File: src/rtl/ucca_reset_ctrl.sv
// ucca_reset_ctrl: violation-to-reset controller for UCCA.
//
// Merges the CR integrity violation and all UCC region violations into one
// MCU reset. The reset is held for RST_HOLD cycles after the last violation.
// The first violation's cause is recorded in a sticky status word that
// software reads back after reboot.
//
// Optional feature macro: UCCA_VIOL_LOG_EN
//   defined   -> COUNT field counts violation episodes (saturating at 63),
//                and a PC log register at CAUSE_ADDR+2 captures the PC of
//                the first violation.
//   undefined -> COUNT reads 0, CAUSE_ADDR+2 reads 0, no PC register exists.
//
// Cause word layout: [15] VALID, [14] OVF, [13:8] COUNT, [7:4] zero, [3:0] SRC.
// SRC is 0 for CR, and i+1 for UCC i. CR has priority, then the lowest UCC index.

module ucca_reset_ctrl #(
    parameter int          NUM_UCC    = 4,
    parameter logic [15:0] RST_HOLD   = 16'd8,
    parameter logic [15:0] CAUSE_ADDR = 16'h0130
) (
    input  logic               clk,
    input  logic               reset,
    input  logic               cr_viol,
    input  logic [NUM_UCC-1:0] ucc_viol,
    input  logic [15:0]        pc,
    input  logic               data_en,
    input  logic               data_wr,
    input  logic [15:0]        data_addr,
    input  logic [15:0]        data_din,
    output logic               mcu_reset,
    output logic [15:0]        cause_dout
);

    localparam logic [15:0] CLEAR_KEY = 16'hC1EA;
    localparam logic [15:0] PC_ADDR   = CAUSE_ADDR + 16'd2;

    typedef enum logic {
        ST_IDLE = 1'b0,
        ST_HOLD = 1'b1
    } state_t;

    state_t      state_q;
    logic [15:0] cnt_q;

    logic        any_viol;
    logic        episode_start;
    logic        clear_hit;
    logic [3:0]  viol_src;

    logic        valid_q, valid_d;
    logic        ovf_q,   ovf_d;
    logic [3:0]  src_q,   src_d;
    logic [5:0]  count_w;
    logic [15:0] pc_word;
    logic [15:0] cause_word;

    logic        rd_cause;
    logic        rd_pc;
    logic [15:0] dout_q, dout_d;

    assign any_viol = cr_viol | (|ucc_viol);

    // The MCU reset is combinational so the violating access never commits;
    // power-on reset masks it so the core is not double-reset.
    assign mcu_reset = ~reset & (any_viol | (state_q == ST_HOLD));

    // A new violation episode starts only when the controller leaves IDLE;
    // further violation cycles inside a hold count as the same event.
    assign episode_start = any_viol & (state_q == ST_IDLE);

    // Clear is only honoured while idle and violation-free; a same-cycle
    // violation wins over the clear.
    assign clear_hit = data_en & data_wr & (data_addr == CAUSE_ADDR) &
                       (data_din == CLEAR_KEY) & (state_q == ST_IDLE) & ~any_viol;

    // Priority encode the violation source: CR first, then lowest UCC index.
    // NOTE: every variable written in always_comb gets a default first, so no
    // path leaves it unassigned and no latch is inferred.
    always_comb begin
        viol_src = 4'd0;
        if (!cr_viol) begin
            for (int i = NUM_UCC - 1; i >= 0; i--) begin
                if (ucc_viol[i]) viol_src = 4'(i + 1);
            end
        end
    end

    // Reset hold FSM: reload the hold counter on every violation cycle and
    // return to IDLE once it has run down.
    // NOTE: sequential state is assigned with non-blocking (<=) so all
    // registers update together at the edge, independent of statement order.
    always_ff @(posedge clk) begin
        if (reset) begin
            state_q <= ST_IDLE;
            cnt_q   <= 16'd0;
        end else begin
            case (state_q)
                ST_IDLE: begin
                    if (any_viol) begin
                        state_q <= ST_HOLD;
                        cnt_q   <= RST_HOLD - 16'd1;
                    end
                end
                ST_HOLD: begin
                    if (any_viol) begin
                        cnt_q <= RST_HOLD - 16'd1;
                    end else if (cnt_q == 16'd0) begin
                        state_q <= ST_IDLE;
                    end else begin
                        cnt_q <= cnt_q - 16'd1;
                    end
                end
                default: begin
                    state_q <= ST_IDLE;
                    cnt_q   <= 16'd0;
                end
            endcase
        end
    end

    // Next value of the sticky VALID/OVF/SRC fields.
    always_comb begin
        valid_d = valid_q;
        ovf_d   = ovf_q;
        src_d   = src_q;
        if (episode_start) begin
            if (!valid_q) begin
                valid_d = 1'b1;
                src_d   = viol_src;
            end else begin
                ovf_d = 1'b1;
            end
        end else if (clear_hit) begin
            valid_d = 1'b0;
            ovf_d   = 1'b0;
            src_d   = 4'd0;
        end
    end

    // Sticky cause fields; they survive mcu_reset and only power-on reset or a
    // software clear zeroes them.
    always_ff @(posedge clk) begin
        if (reset) begin
            valid_q <= 1'b0;
            ovf_q   <= 1'b0;
            src_q   <= 4'd0;
        end else begin
            valid_q <= valid_d;
            ovf_q   <= ovf_d;
            src_q   <= src_d;
        end
    end

`ifdef UCCA_VIOL_LOG_EN
    logic [5:0]  count_q, count_d;
    logic [15:0] pclog_q, pclog_d;

    // Episode counter (saturating) and PC capture at the first violation.
    always_comb begin
        count_d = count_q;
        pclog_d = pclog_q;
        if (episode_start) begin
            if (count_q != 6'd63) count_d = count_q + 6'd1;
            if (!valid_q)         pclog_d = pc;
        end else if (clear_hit) begin
            count_d = 6'd0;
            pclog_d = 16'd0;
        end
    end

    // Log registers share the cause word's reset and clear behaviour.
    always_ff @(posedge clk) begin
        if (reset) begin
            count_q <= 6'd0;
            pclog_q <= 16'd0;
        end else begin
            count_q <= count_d;
            pclog_q <= pclog_d;
        end
    end

    assign count_w = count_q;
    assign pc_word = pclog_q;
`else
    // Without logging the PC input is not needed.
    logic unused_pc;
    assign unused_pc = ^pc;

    assign count_w = 6'd0;
    assign pc_word = 16'd0;
`endif

    assign cause_word = {valid_q, ovf_q, count_w, 4'd0, src_q};

    assign rd_cause = data_en & ~data_wr & (data_addr == CAUSE_ADDR);
    assign rd_pc    = data_en & ~data_wr & (data_addr == PC_ADDR);

    // Read mux: returns register contents as they stand in the request cycle.
    always_comb begin
        dout_d = 16'd0;
        if (rd_cause)   dout_d = cause_word;
        else if (rd_pc) dout_d = pc_word;
    end

    // Registered read data, valid the cycle after the request and 0 otherwise.
    always_ff @(posedge clk) begin
        if (reset) dout_q <= 16'd0;
        else       dout_q <= dout_d;
    end

    assign cause_dout = dout_q;

endmodule

File: config.mk
export PLATFORM = sky130hd
export DESIGN_NAME = ucca_reset_ctrl
export DESIGN_NICKNAME = d
export VERILOG_FILES = /design/src/rtl/ucca_reset_ctrl.sv
export SDC_FILE = /design/constraint.sdc
export NUM_CORES = 1
export LEC_CHECK = 0
export CAP_MARGIN = 40
export CORE_ASPECT_RATIO = 2
export CORE_MARGIN = 2
export CORE_UTILIZATION = 25
export DETAILED_ROUTE_END_ITERATION = 6
export PLACE_DENSITY = 0.56
export SETUP_SLACK_MARGIN = 0.05
export SYNTH_ARGS = -nofsm -noshare
export SYNTH_HDL_FRONTEND = slang
export SYNTH_SLANG_ARGS = --single-unit
export TNS_END_PERCENT = 100
File: constraint.sdc
create_clock -name clk -period 3.75 [get_ports clk]
set_input_delay 0.9375 -clock clk [delete_from_list [all_inputs] [get_ports clk]]
set_output_delay 0.9375 -clock clk [all_outputs]
set_load 0.05 [all_outputs]
==> flow_metrics.py, run 1 <==
metrics = {
    "yosys": {
        "synth_area_leaders": "dfxtp_1, buf_4, xnor2_1",
        "synthArstFlopShare": 0,
        "ys_seq_area_frac": 0.390,
        "synth_edf_count": 0,
        "synthCells": 154,
        "ys.flop_type": "dfxtp_1",
        "yosysUniqueCellTypes": 37,
        "synth_top_area_frac": 0.390,
        "post-synth-top-count-cell": "dfxtp_1",
        "synth_area_per_cell_um2": 9.00,
        "ys_ff_latch": 27,
        "syn_area_um2": 1390,
        "yosysTopAreaCell": "dfxtp_1",
        "yosysWarnings": 0,
        "synthTopCellsByCount": "dfxtp_1, nor2_1, a21oi_1, buf_4, nor3_1",
    },
    "worst_hold_path": {
        "hold_path_class": "reg -> reg",
        "holdPathStages": 1,
    },
    "power": {
        "powerDensity_nw_per_um2": 294,
        "power_frac_comb": 0.186,
        "ir_drop_v": 0.000145,
        "intPower_uw": 421,
        "power.clock.fraction": 0.288,
        "seqPwrFrac": 0.525,
        "p_sw_frac": 0.254,
        "p_leak_uw": 0.000680,
        "p_switching_uw": 143,
    },
    "floorplan": {
        "fp.dieH_um": 109,
        "start_util": 0.258,
        "die_w_um": 56.7,
        "io_pins": 74,
        "fp.coreArea_um2": 5370,
        "rows": 38,
        "fp.dieArea_um2": 6190,
    },
    "status": {
        "status": "complete, no violations",
    },
    "detailed_routing": {
        "vias": 1231,
        "route.detailed.drc": 0,
        "viasPerCell": 4.70,
        "antenna_left": 0,
        "routedWlPerCell_um": 11.7,
        "drtIter0Drc": 13,
        "wl_mm": 3.07,
        "drt_pass1_iterations": 3,
    },
    "layout": {
        "antenna_cells": 0,
        "drive_above_1_share": 0.0842,
        "multi_input_area_um2": 774,
        "fin_area_um2": 1920,
        "syn_to_final_growth_pct": 38.7,
        "final_nets": 261,
        "regArea_um2": 541,
        "fillers": 564,
    },
    "timing": {
        "layout_setup_ws_ns": 0.617,
        "slew_headroom": 0.614,
        "rsz0062_at_grt": "no",
        "fin_crit_ns": 3.13,
        "maxSlewViolCount": 0,
        "hold_viol_final": 0,
        "tns_ns": 0,
        "hold_ws_ns": 0.461,
        "clock_skew_ns": 0.00630,
        "tightest_slew_ns": 0.574,
        "period_share": 0.836,
        "max_freq_mhz": 319,
        "setup_violations": 0,
    },
    "clock_tree": {
        "htreeDepth": 1,
        "cts_resized": 0,
        "post_cts_buffers": 0,
        "cts.clk_slew.worst_paths_ns": 0.09,
        "cts_made_buffers": 3,
        "clk_path_buf_depth": 2,
        "hold_buffers": 0,
        "clock-root-buffer": "clkbuf_8",
        "cts_tree": "yes",
        "cts.sinks": 27,
        "clk_latency_ns": 0.27,
    },
    "setup_path": {
        "path_max_fanout": 3,
        "required_ns": 2.81,
        "endpoint_kind": "output port",
        "arrival_ns": 2.20,
        "crit_path_start_kind": "input pin",
        "reg2reg_depth": 5,
        "crit_type": "in -> out",
    },
    "global_route": {
        "grt_use_met3": 0.00706,
        "grt_pass1_wl_mm": 5.27,
        "gr-total-overflow": 0,
        "grt_start_max_net_pins": 15,
        "grt_busiest_layer": "met2",
        "grtUsageTotal": 0.108,
        "grtUsageMet1": 0.0930,
        "grtUsageMet2": 0.236,
        "grt_pass1_vias": 1253,
        "antenna_found_initial": 0,
    },
    "placed_design": {
        "place_area_um2": 1880,
        "post-place-ws_ns": 0.588,
        "place_congestion": 0.741,
        "dp_hpwl_mm": 2.62,
        "place.port_buffers": 46,
    },
    "job": {
        "cap_violations": 0,
    },
}
==> power groups by stage <==
stage	registers (uW)	clock network (uW)	logic (uW)
after global placement	303	0	105
after detailed placement	303	0	106
after CTS	297	171	106
after global routing	298	185	115
final	296	163	105
after floorplan	302	0	65.0
==> cell families after synthesis <==
family / Yosys count / share of synthesized area
flops: 27 / 0.390
compound gates: 19 / 0.0957
simple gates: 76 / 0.347
mux: 2 / 0.0144
buf+inv: 18 / 0.0785
fa+ha+maj: 1 / 0.00902
other cells: 1 / 0.00270
xor+xnor: 10 / 0.0632
==> critical path, cell delays in order <==
cell,delay [ns]
clkdlybuf4s50_1,0.42
nor2_1,0.19
nor4b_2,0.33
a21oi_1,0.12
buf_4,0.20
==> through the flow <==
stage,utilization,power [uW],instances
floorplan,-,367,164
global placement,0.350,409,258
detailed placement,0.350,410,258
CTS,0.358,574,262
global route,0.358,597,262
finish,0.358,565,262
==> cell usage in the layout, fill, tap and decap left out, drive strengths merged, types with 2 or more instances in the layout <==
master / instances
or3: 4
or4: 5
nor2: 18
inv: 4
nor3: 12
o21ai: 3
buf: 3
nor4b: 4
nand2: 6
mux2i: 2
nand4: 3
conb: 11
clkdlybuf4s50: 45
xnor2: 9
dfxtp: 27
nand3: 2
nor4: 8
a21oi: 11
nand3b: 3
and2: 5
nand2b: 2
clkbuf: 4
==> worst paths after layout <==
path | end | slack, ns | from
max | mcu_reset | 0.62 | ucc_viol[1]
min | cause_dout[2]$_SDFF_PP0_ | 0.46 | src_q[2]$_SDFFE_PP0P_
max reg2reg | cnt_q[9]$_SDFFE_PP0P_ | 1.64 | cnt_q[12]$_SDFFE_PP0P_
min reg2reg | cause_dout[2]$_SDFF_PP0_ | 0.46 | src_q[2]$_SDFFE_PP0P_
==> routing by layer <==
metal  share of wire  up-vias
li1                -      628
met1            0.32      555
met2            0.62       46
met3           0.045        2
met4           0.015        0
met5               0        -
==> cell type report <==
cell class	count	share of cell area
inverter	4	0.00781
multi-input combinational	119	0.403
timing repair buffer	48	0.246
clock buffer	4	0.0234
tap	60	0.0390
sequential	27	0.281
==> registers in the layout (all words and copies together), names as in the netlist <==
| register | flops |
|---|---|
| state_q | 1 |
| valid_q | 1 |
| cnt_q | 16 |
| src_q | 3 |
| cause_dout | 5 |
| ovf_q | 1 |
Note: power is estimated with default switching activity, not from simulation.
==> run 2: changes to the inputs <==
Settings changed: PLACE_DENSITY 0.56 to 0.58.
Clock period 3.75 ns to 2.8 ns, I/O delays scaled along.
==> flow_metrics.py, run 2 (same netlist as run 1, synthesis figures left out) <==
metrics = {
    "power": {
        "power_uw": 752,
        "ir_drop_v": 0.000213,
        "p_leak_uw": 0.000685,
        "powerDensity_nw_per_um2": 390,
    },
    "layout": {
        "mostFrequentLayoutCells": "clkdlybuf4s50_1, dfxtp_1, nor2_1",
        "syn_to_final_growth_pct": 39.3,
        "top_register": "cnt_q",
        "antenna_cells": 0,
        "fillers": 582,
        "drive_above_1_share": 0.0887,
        "final_nets": 262,
        "fin_util": 0.359,
        "layout_commonest_cell": "clkdlybuf4s50_1",
        "final_cells": 263,
        "largest_reg_flops": 16,
    },
    "clock_tree": {
        "clk_path_buf_depth": 2,
        "cts.sinks": 27,
        "cts.clk_slew.worst_paths_ns": 0.08,
        "cts_made_buffers": 3,
        "cts_tree": "yes",
        "clock-root-buffer": "clkbuf_8",
        "post_cts_buffers": 0,
        "htreeDepth": 1,
        "hold_buffers": 0,
        "clk_latency_ns": 0.27,
        "cts_resized": 0,
    },
    "floorplan": {
        "fp.coreArea_um2": 5370,
        "fp.dieArea_um2": 6190,
        "rows": 38,
        "start_util": 0.258,
        "fp.dieH_um": 109,
        "io_pins": 74,
        "die_w_um": 56.7,
    },
    "job": {
        "cap_violations": 0,
    },
    "detailed_routing": {
        "route.detailed.drc": 0,
        "wl_mm": 3.13,
        "viasPerCell": 4.84,
        "drt_pass1_iterations": 2,
        "routedWlPerCell_um": 11.9,
        "drtIter0Drc": 3,
        "antenna_left": 0,
        "vias": 1272,
    },
    "placed_design": {
        "place_congestion": 0.735,
        "dp_hpwl_mm": 2.72,
        "place.port_buffers": 46,
        "place_inst": 259,
    },
    "timing": {
        "period_share": 0.945,
        "fin_crit_ns": 2.65,
        "hold_ws_ns": 0.470,
        "clock_skew_ns": 0.00309,
        "tns_ns": 0,
        "slew_headroom": 0.615,
        "max_freq_mhz": 378,
        "tightest_slew_ns": 0.573,
        "rsz0062_at_grt": "no",
        "hold_viol_final": 0,
        "setup_violations": 0,
        "maxSlewViolCount": 0,
    },
    "worst_hold_path": {
        "hold_path_class": "reg -> reg",
    },
    "global_route": {
        "grt_pass1_wl_mm": 5.16,
        "antenna_found_initial": 0,
        "grtUsageMet1": 0.0724,
        "gr-total-overflow": 0,
        "grt_busiest_layer": "met2",
        "grt_use_met3": 0.0106,
        "grt_pass1_vias": 1311,
        "grt_start_max_net_pins": 15,
        "grtUsageMet2": 0.247,
        "grtUsageTotal": 0.107,
    },
    "setup_path": {
        "arrival_ns": 1.95,
        "max_stage_delay_ns": 0.42,
        "required_ns": 2.10,
        "crit_type": "in -> out",
        "critPathSlowestCell": "clkdlybuf4s50_1",
        "endpoint_kind": "output port",
        "crit_path_start_kind": "input pin",
        "path_cells": "clkdlybuf4s50_1 > nor2_1 > nor4b_2 > a21oi_1 > buf_4",
        "path_max_fanout": 3,
    },
    "status": {
        "status": "complete, no violations",
    },
}
[run 2: cell count changes in the layout (fill, tap and decap cells not counted), sizes merged]
cell / previous run / this run
buf: 3 / 4
[run 2: report_power, final]
| part | internal [uW] | switching [uW] |
|---|---|---|
| Combinational | 71.6 | 69.8 |
| Clock | 102 | 112 |
| Sequential | 391 | 6.56 |
[run 2: stage by stage]
stage          instance area, um^2  setup slack [ns]
2_1_floorplan                 1420             0.321
3_3_place_gp                  1890             0.139
3_5_place_dp                  1890             0.130
4_1_cts                       1930             0.126
5_1_grt                       1930            0.0770
6_report                      1930             0.155
[run 2: final cells by class]
type                            count  area, um^2  area share
Multi-Input combinational cell    119         774       0.401
Tap cell                           60        75.1      0.0389
Clock buffer                        4        45.0      0.0233
Inverter                            4        15.0     0.00778
Timing Repair Buffer               49         480       0.249
Sequential cell                    27         541       0.280
[run 2: worst max-delay path: cells and delay by family]
| family | cells | cell delay [ns] |
|---|---|---|
| simple gates | 2 | 0.51 |
| buf+inv | 2 | 0.62 |
| compound gates | 1 | 0.12 |
[run 2: final timing paths]
check | from | endpoint | slack [ns] | depth (start not counted)
worst max-delay path | ucc_viol[1] | mcu_reset | 0.15 | 5
worst min register to register | src_q[1]$_SDFFE_PP0P_ | cause_dout[1]$_SDFF_PP0_ | 0.47 | 1
worst min-delay path | src_q[1]$_SDFFE_PP0P_ | cause_dout[1]$_SDFF_PP0_ | 0.47 | 1
worst max register to register | cnt_q[12]$_SDFFE_PP0P_ | cnt_q[9]$_SDFFE_PP0P_ | 0.68 | 5
[run 2: metal layers]
metal / vias up / share of wire
met5: - / 0
met4: 0 / 0.023
met3: 4 / 0.047
met1: 588 / 0.29
met2: 48 / 0.64
li1: 632 / -
